## config.mk

```make
export PLATFORM = sky130hd
export DESIGN_NAME = chess_clock_controller
export DESIGN_NICKNAME = d
export VERILOG_FILES = /design/src/rtl/chess_clock_controller.sv
export SDC_FILE = /design/constraint.sdc
export NUM_CORES = 1
export LEC_CHECK = 0
export CORE_ASPECT_RATIO = 1.4
export CORE_UTILIZATION = 50
export CTS_CLUSTER_DIAMETER = 40
export DETAILED_ROUTE_END_ITERATION = 12
export PLACE_DENSITY_LB_ADDON = 0.05
export SLEW_MARGIN = 40
export SYNTH_ARGS = -nofsm -noshare
export SYNTH_HDL_FRONTEND = slang
export SYNTH_SLANG_ARGS = --single-unit
```

## constraint.sdc

```tcl
create_clock -name clock -period 3.3 [get_ports clock]
set_clock_uncertainty 0.1 [all_clocks]
set_input_delay 0.66 -clock clock [delete_from_list [all_inputs] [get_ports clock]]
set_output_delay 0.66 -clock clock [all_outputs]
set_load 0.05 [all_outputs]
```

## src/rtl/chess_clock_controller.sv

```systemverilog
// Two-sided chess clock scheduler. One shared 1 Hz prescaler drives the
// countdown of the side to move. Also handles pause, per-move increment and
// flag-fall. Every time value is kept as BCD M:SS, from 0:00 to 9:59.
module chess_clock_controller #(
  parameter int TICK_DIV    = 50000000,
  parameter int START_MINS  = 5,
  parameter int START_TENS  = 0,
  parameter int START_UNITS = 0,
  parameter int INCREMENT   = 0
) (
  input  logic       clock,
  input  logic       reset,
  input  logic       enable,
  input  logic       player,
  input  logic       checkmate,
  output logic [3:0] whiteMins,
  output logic [2:0] whiteTens,
  output logic [3:0] whiteUnits,
  output logic [3:0] blackMins,
  output logic [2:0] blackTens,
  output logic [3:0] blackUnits,
  output logic       whiteTimeout,
  output logic       blackTimeout,
  output logic       running,
  output logic       secondTick
);

  localparam int PW = (TICK_DIV > 2) ? $clog2(TICK_DIV) : 1;

  typedef struct packed {
    logic [3:0] m;
    logic [2:0] t;
    logic [3:0] u;
  } bcd_t;

  typedef enum logic [2:0] {
    S_IDLE, S_RUN, S_PAUSE, S_INCR, S_EXPIRED, S_FROZEN
  } state_t;

  localparam bcd_t START = {4'(START_MINS), 3'(START_TENS), 4'(START_UNITS)};
  localparam bcd_t MAXV  = {4'd9, 3'd5, 4'd9};
  localparam logic [PW-1:0] PS_LAST = PW'(TICK_DIV - 1);

  // One second down with borrow. The value holds at 0:00 so that a 0:00
  // start expires cleanly and does not wrap.
  function automatic bcd_t bcd_dec(bcd_t v);
    bcd_t r;
    r = v;
    if (v.u != 4'd0) begin
      r.u = v.u - 4'd1;
    end else if (v.t != 3'd0) begin
      r.u = 4'd9;
      r.t = v.t - 3'd1;
    end else if (v.m != 4'd0) begin
      r.u = 4'd9;
      r.t = 3'd5;
      r.m = v.m - 4'd1;
    end
    return r;
  endfunction

  // One second up with carry. The value saturates at 9:59.
  function automatic bcd_t bcd_inc(bcd_t v);
    bcd_t r;
    r = v;
    if (v != MAXV) begin
      if (v.u != 4'd9) begin
        r.u = v.u + 4'd1;
      end else begin
        r.u = 4'd0;
        if (v.t != 3'd5) begin
          r.t = v.t + 3'd1;
        end else begin
          r.t = 3'd0;
          r.m = v.m + 4'd1;
        end
      end
    end
    return r;
  endfunction

  state_t        state_q;
  bcd_t          white_q, black_q;
  logic [PW-1:0] presc_q;
  logic          player_q;   // side whose clock is running
  logic          credit_q;   // side receiving the increment
  logic [3:0]    inc_cnt_q;
  logic          wto_q, bto_q, run_q, tick_q;

  bcd_t act_dec, cred_inc;
  logic act_zero;

  // Candidate values: active side one second down, credited side one second up
  always_comb begin
    act_dec  = bcd_dec(player_q ? white_q : black_q);
    act_zero = (act_dec == '0);
    cred_inc = bcd_inc(credit_q ? white_q : black_q);
  end

  // Scheduler FSM with registered digits, flags and status outputs
  always_ff @(posedge clock) begin
    if (reset) begin
      state_q   <= S_IDLE;
      white_q   <= START;
      black_q   <= START;
      presc_q   <= '0;
      player_q  <= 1'b1;
      credit_q  <= 1'b1;
      inc_cnt_q <= '0;
      wto_q     <= 1'b0;
      bto_q     <= 1'b0;
      run_q     <= 1'b0;
      tick_q    <= 1'b0;
    end else begin
      tick_q <= 1'b0;
      case (state_q)
        S_IDLE: begin
          if (checkmate) begin
            state_q <= S_FROZEN;
          end else if (enable) begin
            state_q  <= S_RUN;
            player_q <= player;
            presc_q  <= '0;
            run_q    <= 1'b1;
          end
        end
        S_RUN: begin
          if (checkmate) begin
            state_q <= S_FROZEN;
            run_q   <= 1'b0;
          end else if (!enable) begin
            state_q <= S_PAUSE;
            run_q   <= 1'b0;
          end else if (player != player_q) begin
            // A turn change wins over a coincident tick, and that tick is lost.
            player_q <= player;
            presc_q  <= '0;
            if (INCREMENT > 0) begin
              state_q   <= S_INCR;
              inc_cnt_q <= 4'(INCREMENT);
              credit_q  <= player_q;
              run_q     <= 1'b0;
            end
          end else if (presc_q == PS_LAST) begin
            presc_q <= '0;
            tick_q  <= 1'b1;
            if (player_q) white_q <= act_dec;
            else          black_q <= act_dec;
            if (act_zero) begin
              state_q <= S_EXPIRED;
              run_q   <= 1'b0;
              if (player_q) wto_q <= 1'b1;
              else          bto_q <= 1'b1;
            end
          end else begin
            presc_q <= presc_q + 1'b1;
          end
        end
        S_PAUSE: begin
          // The player input is ignored here. RUN catches any turn change on resume.
          if (checkmate) begin
            state_q <= S_FROZEN;
          end else if (enable) begin
            state_q <= S_RUN;
            run_q   <= 1'b1;
          end
        end
        S_INCR: begin
          if (checkmate) begin
            state_q <= S_FROZEN;
          end else begin
            if (credit_q) white_q <= cred_inc;
            else          black_q <= cred_inc;
            inc_cnt_q <= inc_cnt_q - 4'd1;
            presc_q   <= '0;
            if (inc_cnt_q == 4'd1) begin
              state_q <= S_RUN;
              run_q   <= 1'b1;
            end
          end
        end
        default: ;  // EXPIRED / FROZEN hold until reset
      endcase
    end
  end

  assign whiteMins    = white_q.m;
  assign whiteTens    = white_q.t;
  assign whiteUnits   = white_q.u;
  assign blackMins    = black_q.m;
  assign blackTens    = black_q.t;
  assign blackUnits   = black_q.u;
  assign whiteTimeout = wto_q;
  assign blackTimeout = bto_q;
  assign running      = run_q;
  assign secondTick   = tick_q;

endmodule

```

# --- Word level (Yosys, flattened, before mapping) ---
# Cells that the tools add are included.
# W data, S select, Z words.
word_totals:
  input_bits: 5
  reg_bits: 60
  output_inout_bits: 26
  word_cells: 139
op_classes:
  n_mux: 59
  reduce_logical: 22
  addsub: 8
  bitwise_logic: 6
  eq_ne: 30
ops:
  columns: ["op", "count"]
  rows:
  - ["$mux W26", 7]
  - ["$mux W11", 15]
  - ["$pmux W26 S3", 1]
  - ["$mux W3", 10]
  - ["$add A26 B1 Y26 const B", 1]
  - ["$eq A26 B26 Y1 const B", 1]
  - ["$ne A2 B2 Y1 const B", 12]
  - ["$reduce_and A8 Y1", 3]
  - ["$pmux W11 S2", 1]
  - ["$mux W7", 3]
  - ["$reduce_and A6 Y1", 3]
  - ["$mux W4", 4]
  - ["$ne A4 B4 Y1 const B", 4]
  - ["$mux W1", 15]
  - ["$ne A3 B3 Y1 const B", 5]
  - ["$reduce_and A7 Y1", 2]
  - ["$sub A4 B1 Y4 const B", 3]
  - ["$logic_not A11 Y1", 1]
  - ["$ne A11 B11 Y1 const B", 1]
  - ["$reduce_and A10 Y1", 1]
  - ["$pmux W3 S3", 1]
  - ["$reduce_and A9 Y1", 1]
  - ["$reduce_bool A3 Y1", 3]
  - ["$add A4 B1 Y4 const B", 2]
  - ["17 further kinds", 25]

# --- Logic depth before layout (Yosys ltp) ---
logic_depth:
  depth_word: 12
  depth_mapped: 11

# --- Least setup slack after synthesis ---
# Ideal clock, no wire load.
synth_path:
  path_kind: "register to register"
  from: "register white_q (netlist bit whiteUnits[1])"
  to: "register state_q[0]"
  stages_incl_launch_ff: 11
  required_time_ns: 3.085
  path_buffers: 1
  t_arrival_ns: 2.813
  synth_period_minus_slack_ns: 3.029
  path_slack_ns: 0.271
  path_cell_list: "dfxtp_1 -> clkbuf_1 -> mux2_2 -> inv_1 -> ha_1 -> and4bb_1 -> o221ai_1 -> mux2_2 -> nor4b_4 -> nand4_2 -> a31o_1"
synth_between:
  elab_chain_len: 7
  elab_cells_between_ends: 10
  cone_classes: "1 x add/sub; 1 x eq/ne; 5 x mux; 3 x reduce/logical"
synth_rtl:
  columns: ["element", "line_no", "source"]
  rows:
  - ["from (decl)", "83", "bcd_t white_q, black_q;"]
  - ["from (signal assigned)", "147", "if (player_q) white_q <= act_dec;"]
  - ["from (signal assigned)", "172", "if (credit_q) white_q <= cred_inc;"]
  - ["$mux W11 (*)", "95", "act_dec = bcd_dec(player_q ? white_q : black_q);"]
  - ["branches (longest 3 deep; another with $sub A4 B1 Y4)", null, null]
  - ["$logic_not A11 Y1 (*)", "96", "act_zero = (act_dec == '0);"]
  - ["$ne A4 B4 Y1 (no source line) (*)", null, null]
  - ["$reduce_and A6 Y1 (no source line) (*)", null, null]
  - ["to (signal assigned)", "103", "state_q <= S_IDLE;"]
  - ["to (signal assigned)", "119", "state_q <= S_FROZEN;"]
  - ["to (signal assigned)", "121", "state_q <= S_RUN;"]
  - ["to (decl)", "82", "state_t state_q;"]
# Mark *: on every way between the ends.
# A chain may end at the register's enable or synchronous reset.

# --- Worst setup path in the final report ---
layout_path:
  from: "register player_q"
  to: "register state_q[0]"
layout_between:
  elab_chain_len: 8
  elab_cells_between_ends: 17
  cone_classes: "3 x add/sub; 3 x eq/ne; 6 x mux; 5 x reduce/logical"
layout_rtl:
  columns: ["element", "line_no", "source"]
  rows:
  - ["from (decl)", "85", "logic player_q;"]
  - ["from (signal assigned)", "122", "player_q <= player;"]
  - ["from (signal assigned)", "136", "player_q <= player;"]
  - ["$mux W11", "95", null]
  - ["$sub A4 B1 Y4 / $reduce_bool A4 Y1 (equally long branches)", "57, 54", null]
  - ["$mux W11", "54", "end else if (v.m != 4'd0) begin"]
  - ["$mux W4 / $mux W7 (equally long branches)", "51", "end else if (v.t != 3'd0) begin"]
  - ["$mux W7 / $mux W4 (equally long branches)", "49", "if (v.u != 4'd0) begin"]
  - ["$logic_not A11 Y1", "96", null]
  - ["$ne A4 B4 Y1 (no source line)", null, null]
  - ["$reduce_and A6 Y1 (no source line) (*)", null, null]
# Every way passes the cells marked *; elsewhere a longest branch is shown, timed or not.

==> results.json <==
{
  "relSlewSlack_pct": 58.90,
  "numPortBuffers": 30,
  "grt_pass1_vias": 3008,
  "hold_viol": 0,
  "worstSetupStartpointType": "flop",
  "drive_gt1_share_pct": 12.77,
  "async_reset_ff_share_pct": 0,
  "ff2ff_path_depth": 9,
  "synth_top_area_cell": "dfxtp_1",
  "grt_max_degree": 33,
  "top_usage_layer": "met2",
  "status": "completed",
  "fmax_ghz": 0.3410,
  "synth_edf_count": 0,
  "viasPerCell": 5.732,
  "synth_area_leaders": "dfxtp_1 33%, mux2i_1 6.6%, nor2_1 6.1%",
  "vias": 3193,
  "drt-total-wl_um": 8937,
  "ios": 31,
  "hold_start": "blackTimeout",
  "cts_sinks": 60,
  "nets": 473,
  "yosysSeqAreaShare_pct": 32.99,
  "hpwl_um": 6526,
  "antenna_found_initial": 0,
  "tns_ns": 0,
  "cts_root_buffer": "clkbuf_8",
  "use_met2_pct": 45.17,
  "crit_end": "state_q[0]",
  "cts.repair.resized": 0,
  "n_antenna_cell": 0,
  "maxCapViolCount": 0,
  "syn_nets": 442,
  "insertion_delay_ns": 0.34,
  "core-area_sq_um": 6982,
  "synth_cell_types": 70,
  "powerDensity_nw_per_um2": 394.9,
  "cts_max_level": 3,
  "fp.dieW_um": 74.12,
  "end_kind": "flop",
  "place_ws_ns": 0.08319,
  "grt_util_met3_pct": 4.985,
  "hold_buffers": 0,
  "finalWeightedCongestion": 0.8965,
  "placed_area_sq_um": 4021,
  "cts_buffers": 9,
  "synth_adder_area_share_pct": 3.436,
  "synth.area.mux_share_pct": 9.381,
  "avgSynthCellArea_sq_um": 8.527,
  "critPathMaxFanout": 9,
  "ir_drop_uv": 308.8,
  "wl_per_cell_um": 16.04,
  "core.rowCount": 36,
  "fin_crit_ns": 2.932,
  "hp-class": "flop to flop",
  "post_cts_buffers": 0,
  "synth_compound_area_share_pct": 13.88,
  "die-area_sq_um": 7632,
  "cts_buffer_depth": 2,
  "critical_path_class": "flop to flop",
  "synth-simple-area-share_pct": 30.10,
  "synthFlopType": "dfxtp_1",
  "grt_pass1_wl_um": 14750,
  "power.leakage_nw": 1.608,
  "required_ns": 3.43,
  "synth_top_family_by_area": "simple AND/OR/NAND/NOR gates",
  "startpoint": "player_q",
  "synth_xor_area_share_pct": 5.533,
  "critical_path_arrival_ns": 3.06,
  "met1_usage_pct": 28.94,
  "firstDrtPassIters": 4,
  "tightest_slew_ns": 0.6082,
  "reg2reg_from": "player_q",
  "cts_tree": "built",
  "ys_ff_latch": 60,
  "route.detailed.drc": 0,
  "rsz0062_at_grt": "false",
  "postRouteAntennaNets": 0,
  "die_y_um": 103.0,
  "path_clk_slew_ns": 0.07,
  "final_util_pct": 60.61,
  "min_period_over_period_pct": 88.86,
  "maxSlewViolCount": 0,
  "grt.total_usage_pct": 25.82,
  "first_iter_violations": 177,
  "globalRouteOverflowTotal": 0,
  "synth_warnings": 0,
  "syn_area_sq_um": 3641,
  "syn_to_final_growth_pct": 16.22,
  "synth_top_area_share_pct": 32.99,
  "syn_inst": 427,
  "finalWorstSetupSlack_ns": 0.3676,
  "start_util_pct": 52.15,
  "r2r-end": "state_q[0]",
  "design_area_sq_um": 4232,
  "rrSetupSlack_ns": 0.37,
  "finalSetupViolCount": 0
}
## worst min-delay path by stage
stage	endpoint	cells after the start
floorplan	presc_q[1]	2
global placement	presc_q[1]	2
global route	blackTimeout	2
detailed placement	blackTimeout	2
CTS	presc_q[1]	2
finish	blackTimeout	2
## synthesized netlist by cell type, types with 2 or more instances
cell / count
clkbuf_1: 7
nor2_1: 59
or4_1: 2
o21ai_0: 20
ha_1: 10
nor4bb_1: 2
mux2i_1: 24
nand4_1: 9
buf_6: 2
nor4_1: 5
mux2_2: 7
and3_1: 4
o22ai_1: 3
inv_1: 14
o21a_1: 2
o221ai_1: 2
o211ai_1: 10
buf_2: 7
nor4b_2: 2
nand3_1: 13
and4_1: 2
nor4b_4: 2
buf_4: 4
nand2b_1: 2
and3b_1: 2
a211oi_1: 2
or3_1: 8
o22a_1: 2
xnor2_1: 10
xor2_1: 13
nand2_1: 34
a21oi_1: 21
dfxtp_1: 60
nor2b_1: 4
and2_1: 4
nand3b_1: 3
or2_2: 2
and4_2: 3
nor3_1: 14
## state kept, by name, summed over array words and instances, names as in the netlist, 3 cells and up
register,count
blackMins,4
blackTens,3
blackUnits,4
inc_cnt_q,4
presc_q,26
state_q,3
whiteMins,4
whiteTens,3
whiteUnits,4
## layout make-up
class,instances,area [sq um]
well taps,95,118.9
multi-input cells,332,2278
inverters,15,56.30
clock inverters,4,48.80
repair buffers,40,375.4
fillers,636,2750
flip-flops and latches,60,1202
clock buffers,11,151.4
## logic make-up after synthesis
| group | after synthesis |
|---|---|
| buf+inv | 35 |
| compound gates | 76 |
| flops | 60 |
| simple gates | 191 |
| fa+ha+maj | 10 |
| xor+xnor | 23 |
| mux | 32 |
## critical path, cell delays in order, from the launching register on
cell and delay [ns]:
dfxtp_2 0.47, buf_4 0.20, mux2i_1 0.28, ha_1 0.26, nor4b_4 0.38, nor3_1 0.11, mux2_2 0.32, nor4b_4 0.31
nand4_2 0.19, a31o_1 0.20
## layer usage
layer	wire [um]	vias up
li1	-	1600
met1	3693	1486
met3	282	28
met4	325	0
met2	4636	79
met5	0	-
## report_power, final
part / internal (mW) / switching, mW
clock: 0.385 / 0.298
sequential: 0.736 / 0.0234
combinational: 0.0899 / 0.139
## placed cells by master (no fill, tap or decap), drive strengths merged, types with 3 or more instances in the layout
| cell type | synthesis | layout |
|---|---|---|
| dfxtp | 60 | 60 |
| nor2 | 59 | 59 |
| nand2 | 35 | 35 |
| clkdlybuf4s50 | 0 | 30 |
| mux2i | 24 | 24 |
| a21oi | 22 | 22 |
| o21ai | 21 | 21 |
| inv | 15 | 15 |
| nor3 | 14 | 14 |
| nand3 | 13 | 13 |
| xor2 | 13 | 13 |
| clkbuf | 7 | 11 |
| o211ai | 11 | 11 |
| xnor2 | 10 | 10 |
| ha | 10 | 10 |
| buf | 13 | 10 |
| nand4 | 10 | 10 |
| or3 | 8 | 8 |
| mux2 | 7 | 7 |
| nor4 | 6 | 6 |
| and4 | 6 | 6 |
| nor4b | 5 | 5 |
| and2 | 4 | 4 |
| and3 | 4 | 4 |
| nor2b | 4 | 4 |
| o22ai | 3 | 3 |
| nand3b | 3 | 3 |
| or2 | 3 | 3 |
| o21a | 3 | 3 |
| clkinv | 0 | 3 |
## stage by stage
step,std cells,total power [mW],hold WS (ns)
after global placement,542,1.001,0.3641
after floorplan,427,0.9455,0.3485
after detailed placement,542,1.003,0.3827
after global routing,557,1.739,0.4098
after CTS,557,1.690,0.3940
final,557,1.671,0.3826
No activity file was read; power rests on OpenSTA's default activity.
